===== src/rtl/vz_loader.sv =====
// rtl/vz_loader.sv - VZ image download sequencer feeding the Laser310 system RAM port
module vz_loader #(
  parameter logic [7:0]  VZ_INDEX      = 8'd1,
  parameter int          FIFO_DEPTH    = 4,
  parameter logic [15:0] BASIC_END_PTR = 16'h78F9
) (
  input  logic        CLK10MHZ,
  input  logic        RESET,
  input  logic        dn_download,
  input  logic [7:0]  dn_index,
  input  logic [15:0] dn_addr,
  input  logic [7:0]  dn_data,
  input  logic        dn_wr,
  output logic        cpu_hold,
  input  logic        cpu_held,
  output logic        mem_req,
  output logic [15:0] mem_addr,
  output logic [7:0]  mem_data,
  input  logic        mem_ack,
  output logic        exec_valid,
  output logic [15:0] exec_addr,
  output logic        busy,
  output logic        done,
  output logic [2:0]  err
);

  localparam int AW = $clog2(FIFO_DEPTH);
  localparam int CW = AW + 1;
  localparam logic [CW-1:0] FULL_COUNT = CW'(FIFO_DEPTH);

  localparam logic [7:0] TYPE_BASIC = 8'hF0;
  localparam logic [7:0] TYPE_BIN   = 8'hF1;

  localparam logic [2:0] ERR_SHORT = 3'd1;
  localparam logic [2:0] ERR_TYPE  = 3'd2;
  localparam logic [2:0] ERR_OVF   = 3'd3;
  localparam logic [2:0] ERR_WRAP  = 3'd4;

  typedef enum logic [3:0] {
    S_IDLE,
    S_HEADER,
    S_DATA,
    S_DRAIN,
    S_PTR_LO,
    S_PTR_HI,
    S_DONE,
    S_EXEC,
    S_ERROR
  } state_t;

  state_t state, state_n;

  logic          sel_q;
  logic          dl_q;
  logic [7:0]    type_q;
  logic [15:0]   start_q;
  logic [15:0]   len_q;

  logic [15:0]   fifo_addr [FIFO_DEPTH];
  logic [7:0]    fifo_data [FIFO_DEPTH];
  logic [AW-1:0] rd_ptr;
  logic [AW-1:0] wr_ptr;
  logic [CW-1:0] count;

  logic          mem_req_q;
  logic [15:0]   mem_addr_q;
  logic [7:0]    mem_data_q;
  logic          done_q;
  logic [2:0]    err_q;

  logic          sel;
  logic          rise;
  logic          accept;
  logic          is_payload;
  logic [15:0]   offset;
  logic [16:0]   target;
  logic          wrap;
  logic          fifo_full;
  logic          fifo_empty;
  logic          pop;
  logic          type_ok;
  logic [15:0]   end_addr;

  logic          push;
  logic          clear_load;
  logic          flush;
  logic          len_inc;
  logic          err_set;
  logic [2:0]    err_code;

  // A byte strobed in the very cycle dn_download drops still belongs to the image,
  // so acceptance also looks at the previous cycle's download level.
  assign sel        = dn_download && (dn_index == VZ_INDEX);
  assign rise       = sel && !sel_q;
  assign accept     = dn_wr && (dn_index == VZ_INDEX) && (dn_download || dl_q);
  assign is_payload = accept && (dn_addr >= 16'd24);
  assign offset     = dn_addr - 16'd24;
  assign target     = {1'b0, start_q} + {1'b0, offset};
  assign wrap       = target[16];
  assign fifo_full  = (count == FULL_COUNT);
  assign fifo_empty = (count == '0);
  assign pop        = mem_req_q && mem_ack && ((state == S_DATA) || (state == S_DRAIN));
  assign type_ok    = (type_q == TYPE_BASIC) || (type_q == TYPE_BIN);
  assign end_addr   = start_q + len_q;

  assign cpu_hold   = (state == S_DATA) || (state == S_DRAIN) ||
                      (state == S_PTR_LO) || (state == S_PTR_HI);
  assign busy       = cpu_hold || (state == S_HEADER);
  assign exec_valid = (state == S_EXEC);
  assign exec_addr  = exec_valid ? start_q : 16'h0000;
  assign mem_req    = mem_req_q;
  assign mem_addr   = mem_addr_q;
  assign mem_data   = mem_data_q;
  assign done       = done_q;
  assign err        = err_q;

  // State register and download edge trackers.
  always_ff @(posedge CLK10MHZ) begin
    if (!RESET) begin
      state <= S_IDLE;
      sel_q <= 1'b0;
      dl_q  <= 1'b0;
    end else begin
      state <= state_n;
      sel_q <= sel;
      dl_q  <= dn_download;
    end
  end

  // Next-state decode plus the per-cycle push / error / clear controls.
  always_comb begin
    state_n    = state;
    push       = 1'b0;
    clear_load = 1'b0;
    flush      = 1'b0;
    len_inc    = 1'b0;
    err_set    = 1'b0;
    err_code   = 3'd0;
    case (state)
      S_IDLE: begin
        if (rise) begin
          clear_load = 1'b1;
          state_n    = S_HEADER;
        end
      end
      S_HEADER: begin
        if (accept && (dn_addr == 16'd23)) begin
          if (type_ok) begin
            state_n = S_DATA;
          end else begin
            err_set  = 1'b1;
            err_code = ERR_TYPE;
            state_n  = S_ERROR;
          end
        end else if (!dn_download) begin
          err_set  = 1'b1;
          err_code = ERR_SHORT;
          state_n  = S_ERROR;
        end
      end
      S_DATA: begin
        if (!dn_download) begin
          state_n = S_DRAIN;
        end
        if (is_payload) begin
          len_inc = 1'b1;
          if (wrap) begin
            // Bytes past the top of memory are dropped but the load carries on.
            err_set  = 1'b1;
            err_code = ERR_WRAP;
          end else if (fifo_full && !pop) begin
            err_set  = 1'b1;
            err_code = ERR_OVF;
            state_n  = S_ERROR;
          end else begin
            push = 1'b1;
          end
        end
      end
      S_DRAIN: begin
        if (fifo_empty) begin
          state_n = (type_q == TYPE_BASIC) ? S_PTR_LO : S_DONE;
        end
      end
      S_PTR_LO: begin
        if (mem_req_q && mem_ack) begin
          state_n = S_PTR_HI;
        end
      end
      S_PTR_HI: begin
        if (mem_req_q && mem_ack) begin
          state_n = S_DONE;
        end
      end
      S_DONE: begin
        state_n = (type_q == TYPE_BIN) ? S_EXEC : S_IDLE;
      end
      S_EXEC: begin
        state_n = S_IDLE;
      end
      S_ERROR: begin
        flush = 1'b1;
        if (!dn_download) begin
          state_n = S_IDLE;
        end
      end
      default: begin
        state_n = S_IDLE;
      end
    endcase
  end

  // Header fields and payload length for the end-pointer patch.
  always_ff @(posedge CLK10MHZ) begin
    if (!RESET) begin
      type_q  <= 8'h00;
      start_q <= 16'h0000;
      len_q   <= 16'h0000;
    end else begin
      if (clear_load) begin
        type_q  <= 8'h00;
        start_q <= 16'h0000;
        len_q   <= 16'h0000;
      end
      if ((state == S_HEADER) && accept) begin
        case (dn_addr)
          16'd21:  type_q        <= dn_data;
          16'd22:  start_q[7:0]  <= dn_data;
          16'd23:  start_q[15:8] <= dn_data;
          default: ;
        endcase
      end
      if (len_inc) begin
        len_q <= len_q + 16'd1;
      end
    end
  end

  // Payload FIFO pointers and occupancy.
  always_ff @(posedge CLK10MHZ) begin
    if (!RESET || clear_load || flush) begin
      rd_ptr <= '0;
      wr_ptr <= '0;
      count  <= '0;
    end else begin
      if (push) begin
        wr_ptr <= wr_ptr + AW'(1);
      end
      if (pop) begin
        rd_ptr <= rd_ptr + AW'(1);
      end
      count <= count + CW'(push) - CW'(pop);
    end
  end

  // Payload FIFO storage: absolute RAM address and data per entry.
  always_ff @(posedge CLK10MHZ) begin
    if (push) begin
      fifo_addr[wr_ptr] <= target[15:0];
      fifo_data[wr_ptr] <= dn_data;
    end
  end

  // RAM write port: one request at a time, held stable until acknowledged.
  always_ff @(posedge CLK10MHZ) begin
    if (!RESET) begin
      mem_req_q  <= 1'b0;
      mem_addr_q <= 16'h0000;
      mem_data_q <= 8'h00;
    end else if ((state == S_ERROR) || (state_n == S_ERROR)) begin
      mem_req_q <= 1'b0;
    end else if (mem_req_q) begin
      if (mem_ack) begin
        mem_req_q <= 1'b0;
      end
    end else if (cpu_held) begin
      if (((state == S_DATA) || (state == S_DRAIN)) && !fifo_empty) begin
        mem_req_q  <= 1'b1;
        mem_addr_q <= fifo_addr[rd_ptr];
        mem_data_q <= fifo_data[rd_ptr];
      end else if (state == S_PTR_LO) begin
        mem_req_q  <= 1'b1;
        mem_addr_q <= BASIC_END_PTR;
        mem_data_q <= end_addr[7:0];
      end else if (state == S_PTR_HI) begin
        mem_req_q  <= 1'b1;
        mem_addr_q <= BASIC_END_PTR + 16'd1;
        mem_data_q <= end_addr[15:8];
      end
    end
  end

  // Sticky completion and error status, cleared when a new load begins.
  always_ff @(posedge CLK10MHZ) begin
    if (!RESET) begin
      done_q <= 1'b0;
      err_q  <= 3'd0;
    end else if (clear_load) begin
      done_q <= 1'b0;
      err_q  <= 3'd0;
    end else begin
      if (err_set) begin
        err_q <= err_code;
      end
      if ((state == S_DONE) && (err_q == 3'd0)) begin
        done_q <= 1'b1;
      end
    end
  end

endmodule


===== config.mk =====
export PLATFORM = sky130hd
export DESIGN_NAME = vz_loader
export DESIGN_NICKNAME = d
export VERILOG_FILES = /design/src/rtl/vz_loader.sv
export SDC_FILE = /design/constraint.sdc
export NUM_CORES = 1
export LEC_CHECK = 0
export BUFFER_PORTS_ARGS = -buffer_cell sky130_fd_sc_hd__buf_2
export CORE_MARGIN = 10
export CORE_UTILIZATION = 33
export DETAILED_ROUTE_END_ITERATION = 12
export SLEW_MARGIN = 40
export SYNTH_ARGS = -nofsm -noshare
export SYNTH_HDL_FRONTEND = slang
export SYNTH_SLANG_ARGS = --single-unit
export TNS_END_PERCENT = 5

===== constraint.sdc =====
create_clock -name CLK10MHZ -period 4.9 [get_ports CLK10MHZ]
set_input_delay 1.225 -clock CLK10MHZ [delete_from_list [all_inputs] [get_ports CLK10MHZ]]
set_output_delay 1.225 -clock CLK10MHZ [all_outputs]
set_load 0.03 [all_outputs]

==> key figures, run 1 <==
Outcome
  • Status: completed

Setup path
  • Crit. End Element: register
  • Required @ worst endpoint: roughly 5.2 ns
  • Crit path arrival time: 4.68 ns
  • CP Max Fanout: 5
  • Crit start category: primary input
  • Critical path start-end classification: primary input to register

GRT
  • Global route overflow: 0
  • Largest net degree at the start of global routing: 44
  • Vias in the first global route: roughly 6700
  • Antenna violations before repair: 2
  • GRT Util Overall: 14.3%
  • First-pass GRT wire length: between 30000 and 40000 um

Worst hold path
  • Hold WC Path Type: register to register

Detailed routing
  • Via Count: around 6800
  • Post-route DRC violation count: 0
  • Post-DRT Antenna Nets: 0
  • DR pass1 iterations: 5
  • DR vias/cell: 5.16
  • Drt first-iter violations: 617
  • Final WL: 25400 um
  • Wire per inst: approximately 19 um

Power
  • Pwr/cell area: around 300 nW/um^2
  • Max IR drop VDD: between 150 and 200 uV
  • Clock share of power: 45.9%
  • P_leak: slightly above 0.004 uW
  • Combinational share of power: 3.6%
  • Sw Share: a little under a quarter
  • Part of the power in registers: about half
  • Cell Int Power: about 2400 uW
  • Net Sw Power: roughly 730 uW

Timing
  • Hold WS: around 0.47 ns
  • Clock skew: about 0.016 ns
  • Max Freq: 230 MHz
  • Slew at the pin closest to its max-slew limit: 0.778 ns
  • RSZ-0062 raised after global routing: no
  • Count of final setup violators: 0
  • Final hold vios: 0
  • Final setup TNS: 0 ns
  • Final Slew Violations: 0
  • Slew margin rel.: about 48%
  • Minimum clock period: 4.36 ns
  • Period utilization: between 80% and 90%

Synth
  • Post-Synthesis Cell Area: ~9200 um^2
  • Post-synth EDFFs: 96
  • Warnings, synthesis: 0
  • Post-synth ARST share: 0%
  • Yosys cell types: just over 70
  • Syn Inst Count: 857
  • Avg Inst Size Synth: 10.7 um^2
  • Dominant synthesized flop cell: edfxtp_1
  • Sequential share of the synthesized area: around half
  • Synthesis-stage register bit count: 180
  • Syn Nets: approximately 940

CTS
  • Root buf cell: clkbuf_16
  • Num CTS Buffers: 17
  • Worst-path clk slew: around 0.07 ns
  • H-tree Lvls: 4
  • Hold_buf cts: 0
  • Setup bufs post-CTS: 0
  • CTS Buffer Depth: 2
  • CTS tree: built
  • Clk sinks: between 150 and 200
  • CTS resizes: 0
  • Clock latency on the worst-skew pair: 0.44 ns

Place
  • Final GP Congestion: approximately 0.91
  • DP HPWL: 18900 um
  • Count of input and output buffers: 85
  • Dpl cell area: between 10000 and 15000 um^2

Cells and area
  • # diodes: 0
  • Share of cells above drive strength 1: roughly 20%
  • Fin area: around 11000 um^2
  • Commonest non-fill, non-tap cells in the layout: 96 x edfxtp_1, 85 x buf_2, 83 x dfxtp_1
  • Final nets: around 1000
  • Most common cell after layout, fill and taps aside: edfxtp_1
  • Fillers: 2649
  • Area delta synth->final: 16.8%

Floorplan
  • Initial core utilization: roughly a third
  • Core area: ~27000 um^2
  • Width of the die: 187 um
  • I/O pin count: 86
  • # rows: 60
  • Die area: between 30000 and 40000 um^2
  • Floorplan die height: around 190 um

Run
  • Max-Cap Viols: 0
==> power by group through the flow <==
stage | registers [uW] | clock network, uW | logic [uW]
2_1_floorplan | 1620 | 0 | 56.8
3_3_place_gp | 1620 | 0 | 110
3_5_place_dp | 1620 | 0 | 111
4_1_cts | 1590 | 1470 | 112
5_1_grt | 1590 | 1530 | 123
6_report | 1590 | 1440 | 112
==> per-stage QoR <==
step,setup WS [ns],total power (uW),utilization [%],cells
final,0.545,3140,39.5,1326
after floorplan,0.413,1680,-,857
after global placement,0.176,1730,37.2,1294
after global routing,0.294,3240,39.5,1326
after CTS,0.558,3160,39.5,1326
after detailed placement,0.101,1730,37.2,1294
==> logic make-up (layout without fill, tap and decap cells) <==
family | after synthesis | count (layout) | share of synthesized area, %
AOI/OAI and AO/OA | 191 | 191 | 13.3
xor gates and xnor gates | 43 | 43 | 4.11
DFF | 180 | 180 | 49.8
and+or+nand+nor | 310 | 310 | 17.4
adders and majority gates | 43 | 43 | 6.12
muxes | 28 | 28 | 6.37
buffers and inverters | 62 | 159 | 2.87
==> synth_stat cells, drive strengths merged (2+ instances only) <==
| cell type | instances | area (um^2) |
|---|---|---|
| a2111oi | 2 | 23.8 |
| a211oi | 15 | 123 |
| a21bo | 7 | 70.1 |
| a21o | 10 | 75.1 |
| a21oi | 80 | 400 |
| a22o | 2 | 17.5 |
| a31oi | 11 | 68.8 |
| and2 | 24 | 150 |
| and3 | 12 | 75.1 |
| buf | 11 | 71.3 |
| clkbuf | 26 | 97.6 |
| dfxtp | 84 | 1680 |
| edfxtp | 96 | 2880 |
| fa | 3 | 60.1 |
| ha | 40 | 500 |
| inv | 25 | 93.8 |
| mux2 | 2 | 22.5 |
| mux2i | 2 | 20.0 |
| mux4 | 24 | 541 |
| nand2 | 80 | 303 |
| nand2b | 9 | 63.8 |
| nand3 | 50 | 250 |
| nand3b | 3 | 22.5 |
| nand4 | 12 | 75.1 |
| nor2 | 70 | 270 |
| nor2b | 2 | 12.5 |
| nor3 | 18 | 95.1 |
| nor3b | 5 | 42.5 |
| nor4 | 8 | 86.3 |
| nor4b | 2 | 32.5 |
| o2111ai | 5 | 50.0 |
| o211ai | 5 | 42.5 |
| o21a | 3 | 22.5 |
| o21ai | 36 | 184 |
| o21bai | 2 | 15.0 |
| o22ai | 2 | 12.5 |
| o41ai | 4 | 53.8 |
| or2 | 3 | 18.8 |
| or3 | 3 | 18.8 |
| or4 | 5 | 37.5 |
| xnor2 | 27 | 236 |
| xor2 | 16 | 140 |
==> state kept, by name, indices dropped and copies added (netlist names), named ones only <==
signal / count
err: 3
start_q: 16
len_q: 16
mem_req: 1
dl_q: 1
rd_ptr: 2
sel_q: 1
fifo_data: 32
mem_data: 8
count: 3
fifo_addr: 64
state: 4
mem_addr: 16
done: 1
type_q: 8
wr_ptr: 2
==> critical path, cell delays in order <==
cell	delay [ns]
buf_2	0.12
ha_1	0.25
xnor2_1	0.24
ha_1	0.33
o211ai_2	0.09
a21oi_1	0.10
o41ai_4	0.41
o21ai_2	0.15
o2111ai_2	0.26
nand3_1	0.14
nor2_1	0.15
inv_1	0.11
ha_1	0.29
inv_1	0.04
ha_1	0.18
fa_1	0.37
xnor2_1	0.17
nor2_1	0.06
==> worst paths after layout <==
path | start | endpoint | slack, ns | cells past startpoint
max reg2reg | start_q[0]$_SDFF_PN0_ | count[2]$_SDFF_PP0_ | 1.33 | 17
min | type_q[4]$_SDFF_PN0_ | type_q[4]$_SDFF_PN0_ | 0.47 | 2
max | dn_addr[3] | count[2]$_SDFF_PP0_ | 0.54 | 18
min reg2reg | type_q[4]$_SDFF_PN0_ | type_q[4]$_SDFF_PN0_ | 0.47 | 2
==> cell type report <==
class	instances	area [um^2]	area share [%]
Clock buffer	17	425	3.97
Inverter	25	93.8	0.877
Multi-Input combinational cell	615	4350	40.6
Sequential cell	180	4570	42.7
Tap cell	372	465	4.35
Timing Repair Buffer	102	603	5.63
Clock inverter	15	201	1.88
==> per-layer routing <==
metal,part of all wire [%],global-route usage (%),vias to the layer above
li1,-,-,3341
met1,47,19.3,3293
met2,46,22.3,171
met3,5.1,2.81,33
met4,2.2,5.43,4
met5,0.094,0,-
Note: power is estimated with default switching activity, not from simulation.
==> run 2, diff against run 1 <==
- clock period: 4.9 -> 5.2 ns (I/O delays scaled with it)
==> run 2 against run 1 <==
Effect of this change: clock power fell by 13%; total power fell by 8.8%; critical path depth did not move; setup slack improved by 0.093 ns; combinational power fell by 5%; critical endpoint unchanged; sequential power fell by 6%; flip-flop and latch count did not move; via count rose by 2.9%.
==> key figures, run 2 (same netlist as run 1, synthesis figures left out) <==
Setup path
  • Crit start category: primary input (unchanged)
  • Crit path cell chain: buf_2 > or4_1 > o21ai_0 > o21ai_0 > ha_1 > a21o_1 > a21oi_1 > o21ai_2 > o2111ai_2 > nand3_1 > nor2_1 > inv_1 > ha_1 > inv_1 > ha_1 > fa_1 > xnor2_1 > nor2_1 (was buf_2 > ha_1 > xnor2_1 > ha_1 > o211ai_2 > a21oi_1 > o41ai_4 > o21ai_2 > o2111ai_2 > nand3_1 > nor2_1 > inv_1 > ha_1 > inv_1 > ha_1 > fa_1 > xnor2_1 > nor2_1)
  • Worst path slowest cell: or4_1 (was o41ai_4)
  • Crit path arrival time: 4.89 ns (was 4.68 ns)
  • Critical path start-end classification: primary input to register (unchanged)
  • Most frequent CP cell: ha_1 (unchanged)
  • CP peak stage delay: 0.54 ns (was 0.41 ns)
  • Worst Setup SP: dn_addr[7] (was dn_addr[3])
  • Reg2Reg Launch Point: start_q[0]$_SDFF_PN0_ (unchanged)
  • Required @ worst endpoint: 5.53 ns (was 5.23 ns)
  • Crit. End Element: register (unchanged)
  • CP Max Fanout: 5 (unchanged)

Timing
  • Final setup TNS: 0 ns (unchanged)
  • Final hold vios: 0 (unchanged)
  • Max Freq: between 200 and 250 MHz
  • Count of final setup violators: 0 (unchanged)
  • Slew at the pin closest to its max-slew limit: 0.720 ns (was 0.778 ns)
  • Clock skew: 0.00982 ns (was 0.0155 ns)
  • Minimum clock period: around 4.6 ns
  • RSZ-0062 raised after global routing: no (unchanged)
  • Final Slew Violations: 0 (unchanged)
  • Slew margin rel.: 51.8% (was 47.9%)
  • Period utilization: slightly below 90%

Power
  • Sw Share: 23.0% (was 23.2%)
  • Cell Int Power: 2200 uW (was 2410 uW)
  • Combinational share of power: 3.7% (was 3.6%)
  • Part of the power in registers: 52.2% (was 50.6%)
  • Net Sw Power: 660 uW (was 730 uW)
  • P_leak: 0.00396 uW (was 0.00403 uW)
  • Clock share of power: 44.0% (was 45.9%)
  • Tot Pwr: 2860 uW (was 3140 uW)
  • Max IR drop VDD: 160 uV (was 169 uV)
  • Pwr/cell area: 271 nW/um^2 (was 293 nW/um^2)

Cells and area
  • Commonest non-fill, non-tap cells in the layout: 96 x edfxtp_1, 85 x buf_2, 83 x dfxtp_1 (unchanged)
  • # diodes: 0 (unchanged)
  • Top flop regs: fifo_addr (64), fifo_data (32) (unchanged)
  • Share of cells above drive strength 1: 19.4% (was 19.8%)
  • Most common cell after layout, fill and taps aside: edfxtp_1 (unchanged)
  • Largest Register: fifo_addr (unchanged)
  • Max reg flops: 64 (unchanged)
  • Final nets: 1018 (was 1022)
  • Area delta synth->final: 15.4% (was 16.8%)

Floorplan
  • # rows: 60 (unchanged)
  • Core area: 27100 um^2 (unchanged)
  • Floorplan die height: 187 um (unchanged)
  • Width of the die: 187 um (unchanged)
  • Initial core utilization: 33.8% (unchanged)
  • I/O pin count: 86 (unchanged)
  • Die area: 34800 um^2 (unchanged)

GRT
  • Vias in the first global route: 6802 (was 6671)
  • Antenna violations before repair: 1 (was 2)
  • First-pass GRT wire length: 39900 um (was 39100 um)
  • GRT Util Overall: 14.6% (was 14.3%)
  • Global route overflow: 0 (unchanged)
  • Largest net degree at the start of global routing: 33 (was 44)

Place
  • DP HPWL: 19200 um (was 18900 um)
  • Final GP Congestion: 0.895 (was 0.911)
  • Count of input and output buffers: 85 (unchanged)

CTS
  • Setup bufs post-CTS: 0 (unchanged)
  • Worst-path clk slew: 0.07 ns (about the same)
  • CTS Buffer Depth: 2 (unchanged)
  • Hold_buf cts: 0 (unchanged)
  • CTS tree: built (unchanged)
  • Clock latency on the worst-skew pair: 0.43 ns (was 0.44 ns)
  • H-tree Lvls: 4 (unchanged)
  • CTS resizes: 0 (unchanged)
  • Root buf cell: clkbuf_16 (unchanged)
  • Clk sinks: 180 (unchanged)
  • Num CTS Buffers: 17 (unchanged)

Detailed routing
  • Drt first-iter violations: 565 (was 617)
  • DR pass1 iterations: 5 (unchanged)
  • Via Count: 7040 (was 6842)
  • Final WL: 25800 um (was 25400 um)
  • Wire per inst: 19.5 um (was 19.2 um)
  • Post-DRT Antenna Nets: 0 (unchanged)
  • Post-route DRC violation count: 0 (unchanged)
  • DR vias/cell: 5.33 (was 5.16)

Worst hold path
  • Hold Startpoint: done$_SDFFE_PP0P_ (was type_q[4]$_SDFF_PN0_)
  • Hold WC Path Type: register to register (unchanged)

Run
  • Max-Cap Viols: 0 (unchanged)

Outcome
  • Status: completed (unchanged)
-- run 2: changes by cell type in the layout (fill, tap and decap cells not counted), moves of 2 or more --
cell        change
buf_12          -4
clkinv_1        +2
clkinv_8        -2
clkinvlp_4      +2
inv_6           -2
-- run 2: final cells by class --
| class | count | area (um^2) |
|---|---|---|
| Clock buffer | 17 | 425 |
| Clock inverter | 15 | 146 |
| Fill cell | 2652 | 16500 |
| Inverter | 25 | 93.8 |
| Multi-Input combinational cell | 615 | 4350 |
| Timing Repair Buffer | 98 | 523 |
| Sequential cell | 180 | 4570 |
| Tap cell | 372 | 465 |
-- run 2: routing by layer --
layer	share of wire, %	vias to the layer above	GRT usage, %
met5	0.027	-	0
met4	3.2	2	6.05
met2	46	216	23.3
met3	5.7	44	2.81
li1	-	3333	-
met1	45	3445	19.0
-- run 2: worst max-delay path, delay by kind of cell --
kind / cells / cell delay (ns)
compound gates: 6 / 0.95
xor+xnor: 1 / 0.17
fa+ha+maj: 4 / 1.20
buf+inv: 3 / 0.30
simple gates: 4 / 0.95
-- run 2: final timing paths --
path	to	slack, ns	cells past startpoint
setup / recovery	count[2]$_SDFF_PP0_	0.64	18
hold / removal	done$_SDFFE_PP0P_	0.47	2
setup reg to reg	count[2]$_SDFF_PP0_	1.50	17
hold reg to reg	done$_SDFFE_PP0P_	0.47	2
-- run 2: stage by stage --
| step | cell area [um^2] | setup WS [ns] | utilization (%) | instances | hold WS [ns] |
|---|---|---|---|---|---|
| after floorplan | 9160 | 0.638 | - | 857 | 0.443 |
| after global placement | 9990 | 0.252 | 36.9 | 1290 | 0.454 |
| after detailed placement | 9990 | 0.169 | 36.9 | 1290 | 0.460 |
| after CTS | 10600 | 0.611 | 39.0 | 1322 | 0.472 |
| after global routing | 10600 | 0.316 | 39.0 | 1322 | 0.494 |
| final | 10600 | 0.638 | 39.0 | 1322 | 0.474 |
-- run 2: power by group through the flow --
stage                     clock [uW]  sequential, uW  combinational (uW)
after floorplan                    0            1530                53.5
after global placement             0            1530                 104
after detailed placement           0            1530                 106
after CTS                       1280            1500                 106
after global routing            1340            1500                 116
final                           1260            1500                 106
==> run 3, diff against run 2 <==
==> constraint.sdc (replaced) <==
create_clock -name CLK10MHZ -period 3.7 [get_ports CLK10MHZ]
set_input_delay 0.74 -clock CLK10MHZ [delete_from_list [all_inputs] [get_ports CLK10MHZ]]
set_output_delay 0.74 -clock CLK10MHZ [all_outputs]
set_load 0.03 [all_outputs]
==> run 3 against run 2 <==
Effect of this change: flip-flop and latch count unchanged; sequential power increased by 40%; global-route usage increased by 0.10 points; hold slack got worse by 0.011 ns; count of clock-buffer cells in the layout unchanged; non-clock buffer count increased by 66; setup slack got worse by 0.53 ns; via count increased by 2.0%; routed wire length decreased by 0.65%; register-to-register slack got worse by 1.1 ns; combinational power increased by 67%; critical path depth decreased by 1; critical path type unchanged; critical endpoint is now count[1]$_SDFF_PP0_.
==> key figures, run 3 (same netlist as run 1, synthesis figures left out) <==
Outcome
  • Status: completed (unchanged)

Cells and area
  • Commonest non-fill, non-tap cells in the layout: 96 x edfxtp_1, 85 x buf_2, 84 x dfxtp_1 (was 96 x edfxtp_1, 85 x buf_2, 83 x dfxtp_1)
  • Largest Register: fifo_addr (unchanged)
  • Non-Filler Instances: 1391 (was 1322)
  • Fillers: 2601 (was 2652)
  • Most common cell after layout, fill and taps aside: edfxtp_1 (unchanged)
  • Utilization after layout: 41.5% (was 39.0%)
  • Area of the multi-input gates: 4430 um^2 (was 4350 um^2)
  • Final nets: 1084 (was 1018)
  • Area delta synth->final: 22.7% (was 15.4%)
  • Share of cells above drive strength 1: 26.1% (was 19.4%)
  • Top flop regs: fifo_addr (64), fifo_data (32) (unchanged)
  • Register area: 4560 um^2 (was 4570 um^2)
  • Max reg flops: 64 (unchanged)

Power
  • Max IR drop VDD: 308 uV (was 160 uV)
  • P_leak: 0.00434 uW (was 0.00396 uW)
  • Pwr/cell area: 367 nW/um^2 (was 271 nW/um^2)
  • Tot Pwr: 4130 uW (was 2860 uW)

Floorplan
  • Die area: 34800 um^2 (unchanged)
  • Floorplan die height: 187 um (unchanged)
  • Width of the die: 187 um (unchanged)
  • # rows: 60 (unchanged)
  • I/O pin count: 86 (unchanged)
  • Core area: 27100 um^2 (unchanged)
  • Initial core utilization: 33.8% (unchanged)

CTS
  • Worst-path clk slew: 0.07 ns (about the same)
  • CTS tree: built (unchanged)
  • H-tree Lvls: 4 (unchanged)
  • Clock latency on the worst-skew pair: 0.43 ns (about the same)
  • Clk sinks: 180 (unchanged)
  • Num CTS Buffers: 17 (unchanged)
  • Root buf cell: clkbuf_16 (unchanged)
  • CTS Buffer Depth: 2 (unchanged)

Place
  • DP HPWL: 19500 um (was 19200 um)
  • Final GP Congestion: 0.867 (was 0.895)
  • Placed cells: 1354 (was 1290)
  • Count of input and output buffers: 85 (unchanged)

Worst hold path
  • Hold WC Path Type: register to register (unchanged)

Timing
  • Clock skew: 0.0128 ns (was 0.00982 ns)
  • Final setup TNS: 0 ns (unchanged)
  • Max Freq: 279 MHz
  • Count of final setup violators: 0 (unchanged)
  • Slew margin rel.: 47.0% (was 51.8%)
  • Minimum clock period: approximately 3.6 ns
  • RSZ-0062 raised after global routing: yes (was no)
  • Final hold vios: 0 (unchanged)
  • Final Slew Violations: 0 (unchanged)
  • Period utilization: 97.0%
  • Slew at the pin closest to its max-slew limit: 0.791 ns (was 0.720 ns)

Setup path
  • Crit start category: primary input (unchanged)
  • Critical path start-end classification: primary input to register (unchanged)
  • Crit. End Element: register (unchanged)
  • Required @ worst endpoint: 4.08 ns (was 5.53 ns)
  • CP Max Fanout: 3 (was 5)
  • Crit path arrival time: 3.96 ns (was 4.89 ns)

Detailed routing
  • Post-DRT Antenna Nets: 0 (unchanged)
  • Post-route DRC violation count: 0 (unchanged)
  • Wire per inst: 18.5 um (was 19.5 um)
  • Final WL: 25700 um (was 25800 um)
  • DR vias/cell: 5.16 (was 5.33)
  • Drt first-iter violations: 459 (was 565)
  • Via Count: 7182 (was 7040)
  • DR pass1 iterations: 4 (was 5)

GRT
  • Largest net degree at the start of global routing: 40 (was 33)
  • Antenna violations before repair: 5 (was 1)
  • GRT Util Overall: 14.7% (was 14.6%)
  • Vias in the first global route: 7217 (was 6802)
  • First-pass GRT wire length: 41100 um (was 39900 um)
  • Global route overflow: 0 (unchanged)

Run
  • Max-Cap Viols: 0 (unchanged)
run 3: cell count changes in the layout (fill, tap and decap cells not counted), sizes merged:
cell,change
clkinvlp,-2
inv,+2
buf,+66
diode,+3
run 3: worst max-delay path, stage by stage:
cell and delay [ns]:
buf_2 0.12, or4_4 0.57, o21ai_2 0.12, o21ai_1 0.07, ha_1 0.30, a21o_1 0.17
a21oi_2 0.15, o21ai_2 0.09, o2111ai_2 0.26, nand3_2 0.14, nor2_4 0.11, inv_2 0.06
ha_4 0.25, inv_2 0.03, ha_4 0.14, fa_2 0.50, and3_1 0.13
run 3: final cells by class:
class	count	share of cell area, %
repair buffers	164	9.50
diodes	3	0.0668
clock buffers	17	3.78
multi-input cells	615	39.4
well taps	372	4.14
clock inverters	15	1.66
inverters	25	0.835
flip-flops and latches	180	40.6
run 3: report_power, final:
group,leakage (uW),internal [uW],switching [uW],total (uW)
Clock,0.000302,977,874,1850
Sequential,0.00154,2100,0.191,2100
Combinational,0.00250,70.1,107,177
run 3: metrics by stage:
stage          hold WS (ns)  cell area, um^2  worst slack [ns]
2_1_floorplan         0.443             9210            -0.189
3_3_place_gp          0.454            10600            -0.405
3_5_place_dp          0.457            10600            -0.446
4_1_cts               0.468            11200           0.00542
5_1_grt               0.490            11200           -0.0564
6_report              0.463            11200             0.111
run 3: final timing paths:
path / endpoint / slack [ns] / cells past startpoint / startpoint
hold reg to reg: type_q[6]$_SDFF_PN0_ / 0.46 / 2 / type_q[6]$_SDFF_PN0_
hold / removal: type_q[6]$_SDFF_PN0_ / 0.46 / 2 / type_q[6]$_SDFF_PN0_
setup / recovery: count[1]$_SDFF_PP0_ / 0.11 / 17 / dn_addr[5]
setup reg to reg: count[1]$_SDFF_PP0_ / 0.38 / 15 / start_q[1]$_SDFF_PN0_
run 3: metal layers:
layer	vias up	track usage (%)	wire length [um]
met5	-	0	27
met4	4	4.47	497
met3	36	3.26	1490
met2	171	24.3	12300
met1	3500	18.7	11300
li1	3471	-	-
run 3: what timing repair did:
item | 4_1_cts | 5_1_grt
pin swaps | 0 | 12
buffers inserted | 0 | 2
hold buffers | 0 | 0
resized for setup | 1 | 6
setup endpoints to repair | 1 | 2
